File: config.mk
export PLATFORM = sky130hd
export DESIGN_NAME = irq_out
export DESIGN_NICKNAME = d
export VERILOG_FILES = /design/src/rtl/irq_out.sv
export SDC_FILE = /design/constraint.sdc
export NUM_CORES = 1
export LEC_CHECK = 0
export ABC_CLOCK_PERIOD_IN_PS = 2350
export CAP_MARGIN = 20
export CORE_MARGIN = 4
export CORE_UTILIZATION = 51
export DETAILED_ROUTE_END_ITERATION = 6
export PLACE_DENSITY = 0.77
export SKIP_LAST_GASP = 1
export SYNTH_ARGS = -nofsm -noshare
export SYNTH_HDL_FRONTEND = slang
export SYNTH_SLANG_ARGS = --single-unit
File: constraint.sdc
create_clock -name clk -period 2.35 [get_ports clk]
set_input_delay 0.3525 -clock clk [delete_from_list [all_inputs] [get_ports clk]]
set_output_delay 0.3525 -clock clk [all_outputs]
set_load 0.02 [all_outputs]
File: src/rtl/irq_out.sv
// Interrupt output stage: turns the controller's one-cycle irq strobe into an
// active-low board interrupt. Pulse mode (WIDTH+1 cycles) or level mode (held
// until acknowledged), with a programmable minimum deasserted gap. Strobes
// that arrive while busy merge into one pending re-assertion and are counted.
//
// state     | meaning
// ----------+---------------------------------------------------------------
// S_IDLE    | irq_n high, waiting for a strobe or a pending request
// S_ASSERT  | irq_n low; pulse timer in cnt, or waiting for acknowledge
// S_HOLDOFF | irq_n high, enforcing the minimum gap before re-assertion
module irq_out #(
    parameter logic [4:0] BASE_ADDR = 5'h0
) (
    input  logic       clk,
    input  logic       rst_n,
    input  logic [4:0] csr_a,
    input  logic [7:0] csr_di,
    input  logic       csr_we,
    output logic [7:0] csr_do,
    input  logic       irq_in,
    output logic       irq_n
);

    typedef enum logic [1:0] {
        S_IDLE    = 2'd0,
        S_ASSERT  = 2'd1,
        S_HOLDOFF = 2'd2
    } state_t;

    state_t     state;
    logic [7:0] cnt;
    logic       en;
    logic       mode;
    logic       pend;
    logic [7:0] width;
    logic [7:0] holdoff;
    logic [7:0] miss;

    logic [5:0] offs;
    logic       hit;
    logic       wr_ctrl;
    logic       wr_width;
    logic       wr_hold;
    logic       wr_miss;
    logic       busy_strobe;
    logic [7:0] miss_base;
    logic [7:0] miss_next;

    // Address decode; the extra top bit keeps addresses below the base from
    // wrapping into the window.
    always_comb begin
        offs     = {1'b0, csr_a} - {1'b0, BASE_ADDR};
        hit      = (offs[5:2] == 4'd0);
        wr_ctrl  = csr_we && hit && (offs[1:0] == 2'd0);
        wr_width = csr_we && hit && (offs[1:0] == 2'd1);
        wr_hold  = csr_we && hit && (offs[1:0] == 2'd2);
        wr_miss  = csr_we && hit && (offs[1:0] == 2'd3);
    end

    // Miss counter: a clear write lands first, then a busy strobe increments.
    always_comb begin
        busy_strobe = irq_in && en && (state != S_IDLE);
        miss_base   = wr_miss ? 8'h00 : miss;
        miss_next   = (busy_strobe && (miss_base != 8'hFF)) ? miss_base + 8'd1 : miss_base;
    end

    // CSR read mux.
    always_comb begin
        csr_do = 8'h00;
        if (hit) begin
            case (offs[1:0])
                2'd0:    csr_do = {(state == S_ASSERT), pend, 4'b0000, mode, en};
                2'd1:    csr_do = width;
                2'd2:    csr_do = holdoff;
                default: csr_do = miss;
            endcase
        end
    end

    // Register file, FSM and registered interrupt output.
    always_ff @(posedge clk) begin
        if (!rst_n) begin
            state   <= S_IDLE;
            cnt     <= 8'h00;
            en      <= 1'b0;
            mode    <= 1'b0;
            pend    <= 1'b0;
            width   <= 8'h0F;
            holdoff <= 8'h00;
            miss    <= 8'h00;
            irq_n   <= 1'b1;
        end else begin
            if (wr_ctrl) begin
                en   <= csr_di[0];
                mode <= csr_di[1];
            end
            if (wr_width) width   <= csr_di;
            if (wr_hold)  holdoff <= csr_di;
            miss <= miss_next;

            if (!en) begin
                pend  <= 1'b0;
                state <= S_IDLE;
                irq_n <= 1'b1;
            end else begin
                case (state)
                    S_IDLE: begin
                        if (irq_in || pend) begin
                            state <= S_ASSERT;
                            cnt   <= width;
                            irq_n <= 1'b0;
                            pend  <= 1'b0;
                        end
                    end
                    S_ASSERT: begin
                        if (irq_in) pend <= 1'b1;
                        if (mode ? (wr_ctrl && csr_di[7]) : (cnt == 8'h00)) begin
                            irq_n <= 1'b1;
                            if (holdoff == 8'h00) begin
                                state <= S_IDLE;
                            end else begin
                                state <= S_HOLDOFF;
                                cnt   <= holdoff - 8'd1;
                            end
                        end else if (!mode) begin
                            cnt <= cnt - 8'd1;
                        end
                    end
                    S_HOLDOFF: begin
                        if (cnt == 8'h00) begin
                            if (pend) begin
                                state <= S_ASSERT;
                                cnt   <= width;
                                irq_n <= 1'b0;
                            end else begin
                                state <= S_IDLE;
                            end
                            pend <= irq_in;
                        end else begin
                            cnt <= cnt - 8'd1;
                            if (irq_in) pend <= 1'b1;
                        end
                    end
                    default: begin
                        state <= S_IDLE;
                        irq_n <= 1'b1;
                    end
                endcase
            end
        end
    end

endmodule

# After elaboration in Yosys (flattened, before gate mapping)
# Index checks and enable logic that the tools add are counted.
dict set report word_totals {
  out_inout_bits 9
  regBits 38
  elab_cells 73
  input_bits 17
}
dict set report op_classes {
  addsub 3
  n_reduce_logical 22
  eq_ne 13
  mux 26
}
# operator count
set ops {}
lappend ops {{$mux W8} 9}
lappend ops {{$pmux W8 S3} 2}
lappend ops {{$logic_not A8 Y1} 2}
lappend ops {{$sub A8 B1 Y8 const B} 2}
lappend ops {{$logic_and A1 B1 Y1} 9}
lappend ops {{$add A8 B1 Y8 const B} 1}
lappend ops {{$mux W1} 8}
lappend ops {{$mux W2} 4}
lappend ops {{$ne A8 B8 Y1 const B} 1}
lappend ops {{$eq A2 B2 Y1 const B} 3}
lappend ops {{$ne A2 B2 Y1 const B} 3}
lappend ops {{$ne A3 B3 Y1 const B} 2}
lappend ops {{$pmux W1 S3} 2}
lappend ops {{$pmux W2 S3} 1}
lappend ops {{$reduce_and A6 Y1} 1}
lappend ops {{$eq A2 B1 Y1 const B} 2}
lappend ops {{$logic_not A2 Y1} 2}
lappend ops {{$logic_not A4 Y1} 1}
lappend ops {{$reduce_and A2 Y1} 2}
lappend ops {{$reduce_and A4 Y1} 1}
lappend ops {{$ne A3 B2 Y1 const B} 1}
lappend ops {{$reduce_and A3 Y1} 1}
lappend ops {{$reduce_bool A3 Y1} 1}
lappend ops {{$ne A2 B1 Y1 const B} 1}
lappend ops {{other kinds (2)} 2}

# Depth between registers and ports, before layout
# Gate-level depths: netlist of run 1.
dict set report logic_depth {
  word_depth 7
  mapped_depth 9
  depth_no_buf 8
}

# Worst setup path before layout of run 1
# No wires, ideal clock.
dict set report synth_timing {
  path_kind {input to register}
  start {input csr_a[3]}
  end {register miss[7]}
  arrival_time_ns 2.289
  setup_ns 0.070
  path_stages 7
  slack_ns -0.009
  t_required_ns 2.280
  path_buffers 0
  path_cell_list {nor4b_4 -> nand3_1 -> and2_1 -> ha_1 -> a2111o_1 -> or3_1 -> a21oi_1}
}
dict set report synth_via {
  elab_chain_cells 7
  word_cells_on_any_way 8
  classes_between {add/sub: 1; eq/ne: 1; mux: 2; reduce/logical: 4}
}
# element line_no
set synth_lines {}
lappend synth_lines {{from (decl)} 16} ;# input logic [4:0] csr_a,
lappend synth_lines {{$logic_not A4 Y1 *} 53} ;# hit = (offs[5:2] == 4'd0);
lappend synth_lines {{$logic_and A1 B1 Y1 * (2 in a row)} 57} ;# wr_miss = csr_we && hit && (offs[1:0] == 2'd3);
lappend synth_lines {{$mux W8 *} 63} ;# miss_base = wr_miss ? 8'h00 : miss;
lappend synth_lines {{branches (longest 2 deep; another with $add A8 B1 Y8)} -}
lappend synth_lines {{$mux W8 *} 64} ;# miss_next = (busy_strobe && (miss_base != 8'hFF)) ? miss_base + 8'd1 : miss_base;
lappend synth_lines {{to (signal assigned)} 99} ;# miss <= miss_next;
lappend synth_lines {{to (decl)} 37} ;# logic [7:0] miss;
# Mark *: on every way between the ends.
# A chain may end at the register's enable or synchronous reset.

# Worst setup path in the final report of run 1
dict set report layout_timing {
  start {input csr_a[1]}
  end {output csr_do[0]}
}
dict set report layout_via {
  elab_chain_cells 3
  word_cells_on_any_way 5
  classes_between {eq/ne: 2; mux: 2; reduce/logical: 1}
}
# element line_no
set layout_lines {}
lappend layout_lines {{$eq A2 B2 Y1 (tied with other cells)} 71} ;# case (offs[1:0])
lappend layout_lines {{$pmux W8 S3 *} 71}
lappend layout_lines {{$mux W8 *} 70} ;# if (hit) begin
lappend layout_lines {{to (decl)} 19} ;# output logic [7:0] csr_do,
# Mark *: on every way between the ends. The rest lies on a longest branch, timed or not.

==> results_dict.tcl, run 1 <==
set metrics [dict create \
    status "finished clean" \
    num_antenna_cells 0 \
    gpl.final_weighted_congestion 0.849 \
    cell_with_the_most_instances_after_synthesis "sky130_fd_sc_hd__dfxtp_1" \
    gr-total-overflow 0 \
    critical_path_data_arrival_time_ns 1.94 \
    detail_route.wl_per_cell_um 16.9 \
    worst_slack_ns 0.0543 \
    tightest_slew_ns 0.499 \
    num_io_pins 26 \
    floorplan.core_area_mm2 0.00472 \
    setup.worst_path.class "in -> out" \
    final_standard_cell_count_with_taps_included_and_fillers_excluded 401 \
    global_route_wire_length_before_repair_um 10900 \
    initial_utilization_pct 52.6 \
    start_kind "primary input" \
    place_hpwl_um 4910 \
    regArea_um2 761 \
    cell_type_contributing_the_most_total_cell_area_after_synthesis "sky130_fd_sc_hd__dfxtp_1" \
    ys_dominant_reg_cell "sky130_fd_sc_hd__dfxtp_1" \
    peakVddDrop_mv 0.395 \
    period_needed_ns 2.30 \
    number_of_synthesized_flops_with_an_enable_pin 0 \
    fp.dieH_um 77.8 \
    combined_area_of_the_multi_input_logic_cells_mm2 0.00167 \
    grt_setup_unrepaired "no" \
    grt_start_max_net_pins 25 \
    gr-usage-all-layers_pct 22.6 \
    row_count 25 \
    fin_worst_skew_ns 0.00593 \
    clock_path_buffers 2 \
    synth_top_cells_by_area "sky130_fd_sc_hd__dfxtp_1 (31%), sky130_fd_sc_hd__nand2_1 (5.0%), sky130_fd_sc_hd__mux2i_1 (4.4%), sky130_fd_sc_hd__a21boi_0 (4.2%), sky130_fd_sc_hd__ha_1 (4.0%)" \
    synth_nets 306 \
    antenna_violating_nets_post_route 0 \
    first_global_vias 2350 \
    synthArstFlopShare_pct 0 \
    sequential_element_share_of_the_synthesized_area_pct 30.6 \
    totalPowerFinal_mw 1.36 \
    worst_setup_hold_path_clk_slew_ns 0.08 \
    num-nets-final 358 \
    synth.lib_cells_used.distinct 51 \
    timing_max_transition_violations_final 0 \
    timing.fmax_mhz 436 \
    finalHoldWorstSlack_ns 0.468 \
    timing.final.hold_violations 0 \
    ratio_of_routed_vias_to_standard_cells 5.85 \
    cell_count_after_synthesis 281 \
    num_vias 2344 \
    cellLeakagePower_nw 1.29 \
    dp_worst_setup_slack_ns -0.363 \
    number_of_placed_instances_with_taps_included 391 \
    final-setup-viol-count 0 \
    worstPathRequired_ns 2.00 \
    clkLatencyLatePin_ns 0.30 \
    antenna_found_initial 0 \
    drt_first_iter_violations 142 \
    synth_common_cells "sky130_fd_sc_hd__dfxtp_1 (38), sky130_fd_sc_hd__nand2_1 (33), sky130_fd_sc_hd__nor2b_1 (16)" \
    syn_area_mm2 0.00248 \
    placement.io_buffers 25 \
    tritoncts "done" \
    drc 0 \
    yosys_warnings 0 \
    layout_worst_path_cycle_share_pct 97.7 \
    synth.avg_cell_area_um2 8.83 \
    cts.sink_count 38 \
    layout.filler_cells 375 \
    number_of_search_and_repair_iterations_in_the_first_detailed_routing_pass 4 \
    share_of_cells_above_drive_strength_1_pct 21.6 \
    hold_class "reg -> reg" \
    cts.root.buffer_cell "sky130_fd_sc_hd__clkbuf_8" \
    syn_to_final_growth_pct 27.3 \
    power.density_cell_area_mw_per_mm2 429 \
    ys_ff_latch 38 \
    synth_top_cell_area_share_pct 30.6 \
    tritoncts.num_buffers 5 \
    cp_max_fo 9 \
    fp.dieW_um 77.8 \
    setup_tns_ns 0 \
    fp.dieArea_mm2 0.00605 \
    hold_buffers 0 \
    maxCapViolations 0 \
    clock_tree.htree_level_count 2 \
    crit_path_end_kind "output port" \
    routed_wl_um 6770 \
    relSlewSlack_pct 66.7 \
]
-- area by class of cell --
| cell class | instances | area share, % |
|---|---|---|
| Timing Repair Buffer | 56 | 15.4 |
| Clock buffer | 5 | 2.18 |
| Multi-Input combinational cell | 220 | 52.9 |
| Tap cell | 67 | 2.65 |
| Sequential cell | 38 | 24.1 |
| Inverter | 12 | 1.43 |
| Clock inverter | 3 | 1.43 |
-- metrics by stage --
stage          cell area [um^2]  util [%]
6_report                   3160      66.9
5_1_grt                    3160      66.9
4_1_cts                    3120      66.0
3_5_place_dp               3000      63.5
3_3_place_gp               3000      63.5
2_1_floorplan              2490         -
-- layout by cell type (no fill, tap or decap), types with 6 or more instances in the layout --
cell type	instances
sky130_fd_sc_hd__or2_2	9
sky130_fd_sc_hd__nand3_1	8
sky130_fd_sc_hd__inv_1	12
sky130_fd_sc_hd__ha_1	7
sky130_fd_sc_hd__xnor2_1	11
sky130_fd_sc_hd__dfxtp_1	38
sky130_fd_sc_hd__clkdlybuf4s50_1	12
sky130_fd_sc_hd__a21boi_0	14
sky130_fd_sc_hd__nand2_1	33
sky130_fd_sc_hd__dlymetal6s2s_1	6
sky130_fd_sc_hd__buf_4	30
sky130_fd_sc_hd__and2_1	6
sky130_fd_sc_hd__nor2b_1	16
sky130_fd_sc_hd__a32o_1	8
sky130_fd_sc_hd__mux2i_1	11
sky130_fd_sc_hd__o221ai_1	8
sky130_fd_sc_hd__nor2_1	14
-- path summary, 6_finish.rpt --
check,startpoint,to,slack [ns],cells past startpoint
worst max-delay path,csr_a[1],csr_do[0],0.05,5
worst min-delay path,irq_n,irq_n,0.47,1
worst max register to register,cnt[0],cnt[5],0.21,7
worst min register to register,irq_n,irq_n,0.47,1
-- power by group --
part / total, mW / switching, mW / internal, mW
Sequential: 0.650 / 0.00383 / 0.646
Combinational: 0.135 / 0.0625 / 0.0726
Clock: 0.570 / 0.254 / 0.316
-- worst max-delay path, cell delays in order --
cell,delay (ns)
sky130_fd_sc_hd__clkdlybuf4s50_1,0.48
sky130_fd_sc_hd__buf_6,0.16
sky130_fd_sc_hd__mux4_2,0.49
sky130_fd_sc_hd__nor2b_1,0.15
sky130_fd_sc_hd__dlygate4sd2_1,0.32
-- metal layers --
layer / GRT usage, % / up-vias / routed length, um / share of wire [%]
met5: 0 / - / 0 / 0
met4: 8.01 / 0 / 132 / 2.0
met3: 4.06 / 16 / 316 / 4.7
met2: 38.8 / 67 / 3330 / 49
met1: 28.2 / 1128 / 2990 / 44
li1: - / 1133 / - / -
-- flip-flops by register name (all words and copies together), names as in the netlist --
register  cells
mode          1
width         8
pend          1
holdoff       8
state         2
cnt           8
en            1
irq_n         1
miss          8
-- timing repair --
action / 4_1_cts / 5_1_grt
pin swaps: 0 / 3
endpoints found under the setup margin: 10 / 17
resized for setup: 9 / 17
setup buffers: 1 / 1
-- logic make-up (layout without fill, tap and decap cells) --
logic type	count (synthesis)	after routing	share of synthesized area, %
multiplexers	19	19	9.88
buffers and inverters	23	76	3.48
adder cells (fa/ha/maj)	8	8	4.03
AO/OA/AOI/OAI	61	61	20.2
AND/OR/NAND/NOR	116	116	26.1
flip-flops	38	38	30.6
XOR/XNOR	16	16	5.64
Note: power is estimated with default switching activity, not from simulation.
==> inputs of run 2 (changes only) <==
- CORE_ASPECT_RATIO: default -> 2
- CORE_UTILIZATION: 51 -> 30
- PLACE_DENSITY: 0.77 -> 0.5
==> run 2 against run 1 <==
Against the previous run:
- sequential share of layout area down 0.86 points
- worst setup slack worse by 0.014 ns
- critical path depth unchanged
- largest cell class unchanged
- critical endpoint is now csr_do[1]
- clock skew down 0.0019 ns
==> results_dict.tcl, run 2 (synthesized netlist as in run 1, its figures left out) <==
set metrics [dict create \
    fp.dieArea_mm2 0.00988 \
    cp_max_fo 8 \
    r2r_setup_slack_ns 0.24 \
    num_io_pins 26 \
    power.switching_fraction_pct 23.4 \
    clkLatencyLatePin_ns 0.29 \
    antenna_violating_nets_post_route 0 \
    netSwitchingPower_uw 348 \
    global_route_wire_length_before_repair_um 12400 \
    cellLeakagePower_nw 1.31 \
    use_met2_pct 34.1 \
    dp_area_mm2 0.00308 \
    num-nets-final 362 \
    gr-total-overflow 0 \
    fp.dieH_um 137 \
    layout_worst_path_cycle_share_pct 98.3 \
    finalHoldWorstSlack_ns 0.462 \
    crit_path_end_kind "output port" \
    gpl.final_weighted_congestion 0.862 \
    num_antenna_cells 0 \
    final_common_cell "sky130_fd_sc_hd__dfxtp_1" \
    category_of_cells_accounting_for_the_largest_share_of_critical_path_delay "buffers and inverters" \
    peakVddDrop_mv 0.376 \
    gr-usage-met1_pct 16.2 \
    period_needed_ns 2.31 \
    hold_buffers 0 \
    first_global_vias 2373 \
    antenna_found_initial 0 \
    timing.final.hold_violations 0 \
    critical_path_data_arrival_time_ns 1.96 \
    critical-path-slowest-cell "sky130_fd_sc_hd__mux4_2" \
    final_cell_mix "sky130_fd_sc_hd__dfxtp_1 (38), sky130_fd_sc_hd__nand2_1 (33), sky130_fd_sc_hd__buf_4 (32)" \
    timing.fmax_mhz 433 \
    reg2reg_to "cnt[2]" \
    relSlewSlack_pct 71.1 \
    num_vias 2259 \
    gr-usage-all-layers_pct 16.9 \
    timing.reg2reg.worst_path_depth 7 \
    worst_setup_hold_path_clk_slew_ns 0.06 \
    cpPeakStageDelay_ns 0.51 \
    status "finished clean" \
    fin_worst_skew_ns 0.00404 \
    cp.buffers_inverters 3 \
    hold_path_depth 1 \
    power.density_cell_area_mw_per_mm2 454 \
    cts.root.buffer_cell "sky130_fd_sc_hd__clkbuf_16" \
    holdCritStartpoint "irq_n" \
    crit_path_cell_trace "clkdlybuf4s50_1, buf_6, mux4_2, nor2b_1, dlygate4sd2_1" \
    start_kind "primary input" \
    hold_class "reg -> reg" \
    clock_path_buffers 2 \
    fp.dieW_um 72.3 \
    clock_tree.htree_level_count 2 \
    number_of_search_and_repair_iterations_in_the_first_detailed_routing_pass 4 \
    drt_first_iter_violations 58 \
    seqPwrFrac_pct 43.7 \
    share_of_cells_above_drive_strength_1_pct 22.2 \
    placement.io_buffers 25 \
    place_hpwl_um 6120 \
    number_of_placed_instances_with_taps_included 424 \
    final-setup-viol-count 0 \
    post-route-cell-area_mm2 0.00328 \
    syn_to_final_growth_pct 32.1 \
    grt_use_met3_pct 2.28 \
    cts.sink_count 38 \
    setup.worst_path.class "in -> out" \
    worstPathRequired_ns 2.00 \
    routed_wl_um 7630 \
    initial_utilization_pct 31.0 \
    grt_start_max_net_pins 19 \
    layout.filler_cells 811 \
    detail_route.wl_per_cell_um 17.6 \
    final_standard_cell_count_with_taps_included_and_fillers_excluded 434 \
    row_count 46 \
    drc 0 \
    tritoncts.num_buffers 5 \
    p_comb_share_pct 9.1 \
    global_route.peak_usage_layer "met2" \
    timing.rr.start "cnt[0]" \
    timing_max_transition_violations_final 0 \
    setup_tns_ns 0 \
    tritoncts "done" \
    maxCapViolations 0 \
    floorplan.core_area_mm2 0.00800 \
    ratio_of_routed_vias_to_standard_cells 5.21 \
    tightest_slew_ns 0.434 \
    clock_power_share_pct 47.2 \
    hold_end "irq_n" \
    cell_internal_pwr_mw 1.14 \
]
## run 2: routing by layer
metal	wire (um)	part of all wire, %	up-vias
li1	-	-	1135
met1	2680	35	1085
met2	4630	61	28
met3	101	1.3	11
met4	221	2.9	0
met5	0	0	-
## run 2: how the worst max path moves through the flow
| stage | start | end | slack, ns | cells past startpoint |
|---|---|---|---|---|
| global placement | csr_a[4] | miss[7] | -0.37 | 8 |
| detailed placement | csr_a[4] | miss[7] | -0.40 | 8 |
| finish | csr_a[1] | csr_do[1] | 0.04 | 5 |
| floorplan | csr_a[4] | miss[7] | 0.03 | 7 |
| CTS | csr_a[1] | csr_do[1] | 0.009 | 5 |
| global route | csr_we | miss[7] | -0.02 | 8 |
## run 2: per-stage QoR
step | power [mW] | utilization [%] | setup WS [ns]
global placement | 0.801 | 38.5 | -0.370
floorplan | 0.723 | - | 0.0342
finish | 1.49 | 41.0 | 0.0404
CTS | 1.52 | 40.3 | 0.00916
global route | 1.56 | 41.0 | -0.0226
detailed placement | 0.801 | 38.5 | -0.397
## run 2: layout make-up
type	count	area, um^2	share of cell area, %
Clock buffer	6	139	4.24
Clock inverter	2	12.5	0.382
Inverter	12	45.0	1.37
Multi-Input combinational cell	220	1680	51.1
Sequential cell	38	761	23.2
Tap cell	96	120	3.66
Timing Repair Buffer	60	526	16.0
## run 2: what timing repair did
item | CTS | global route
gates resized for setup | 13 | 9
pin swaps | 1 | 6
endpoints found under the setup margin | 11 | 10
buffers inserted | 0 | 2
cloned | 0 | 0
## run 2: power groups by stage
stage,Sequential (mW),Clock (mW),Combinational [mW]
2_1_floorplan,0.664,0,0.0590
3_3_place_gp,0.665,0,0.136
3_5_place_dp,0.665,0,0.136
4_1_cts,0.651,0.729,0.136
5_1_grt,0.651,0.759,0.146
6_report,0.651,0.703,0.135
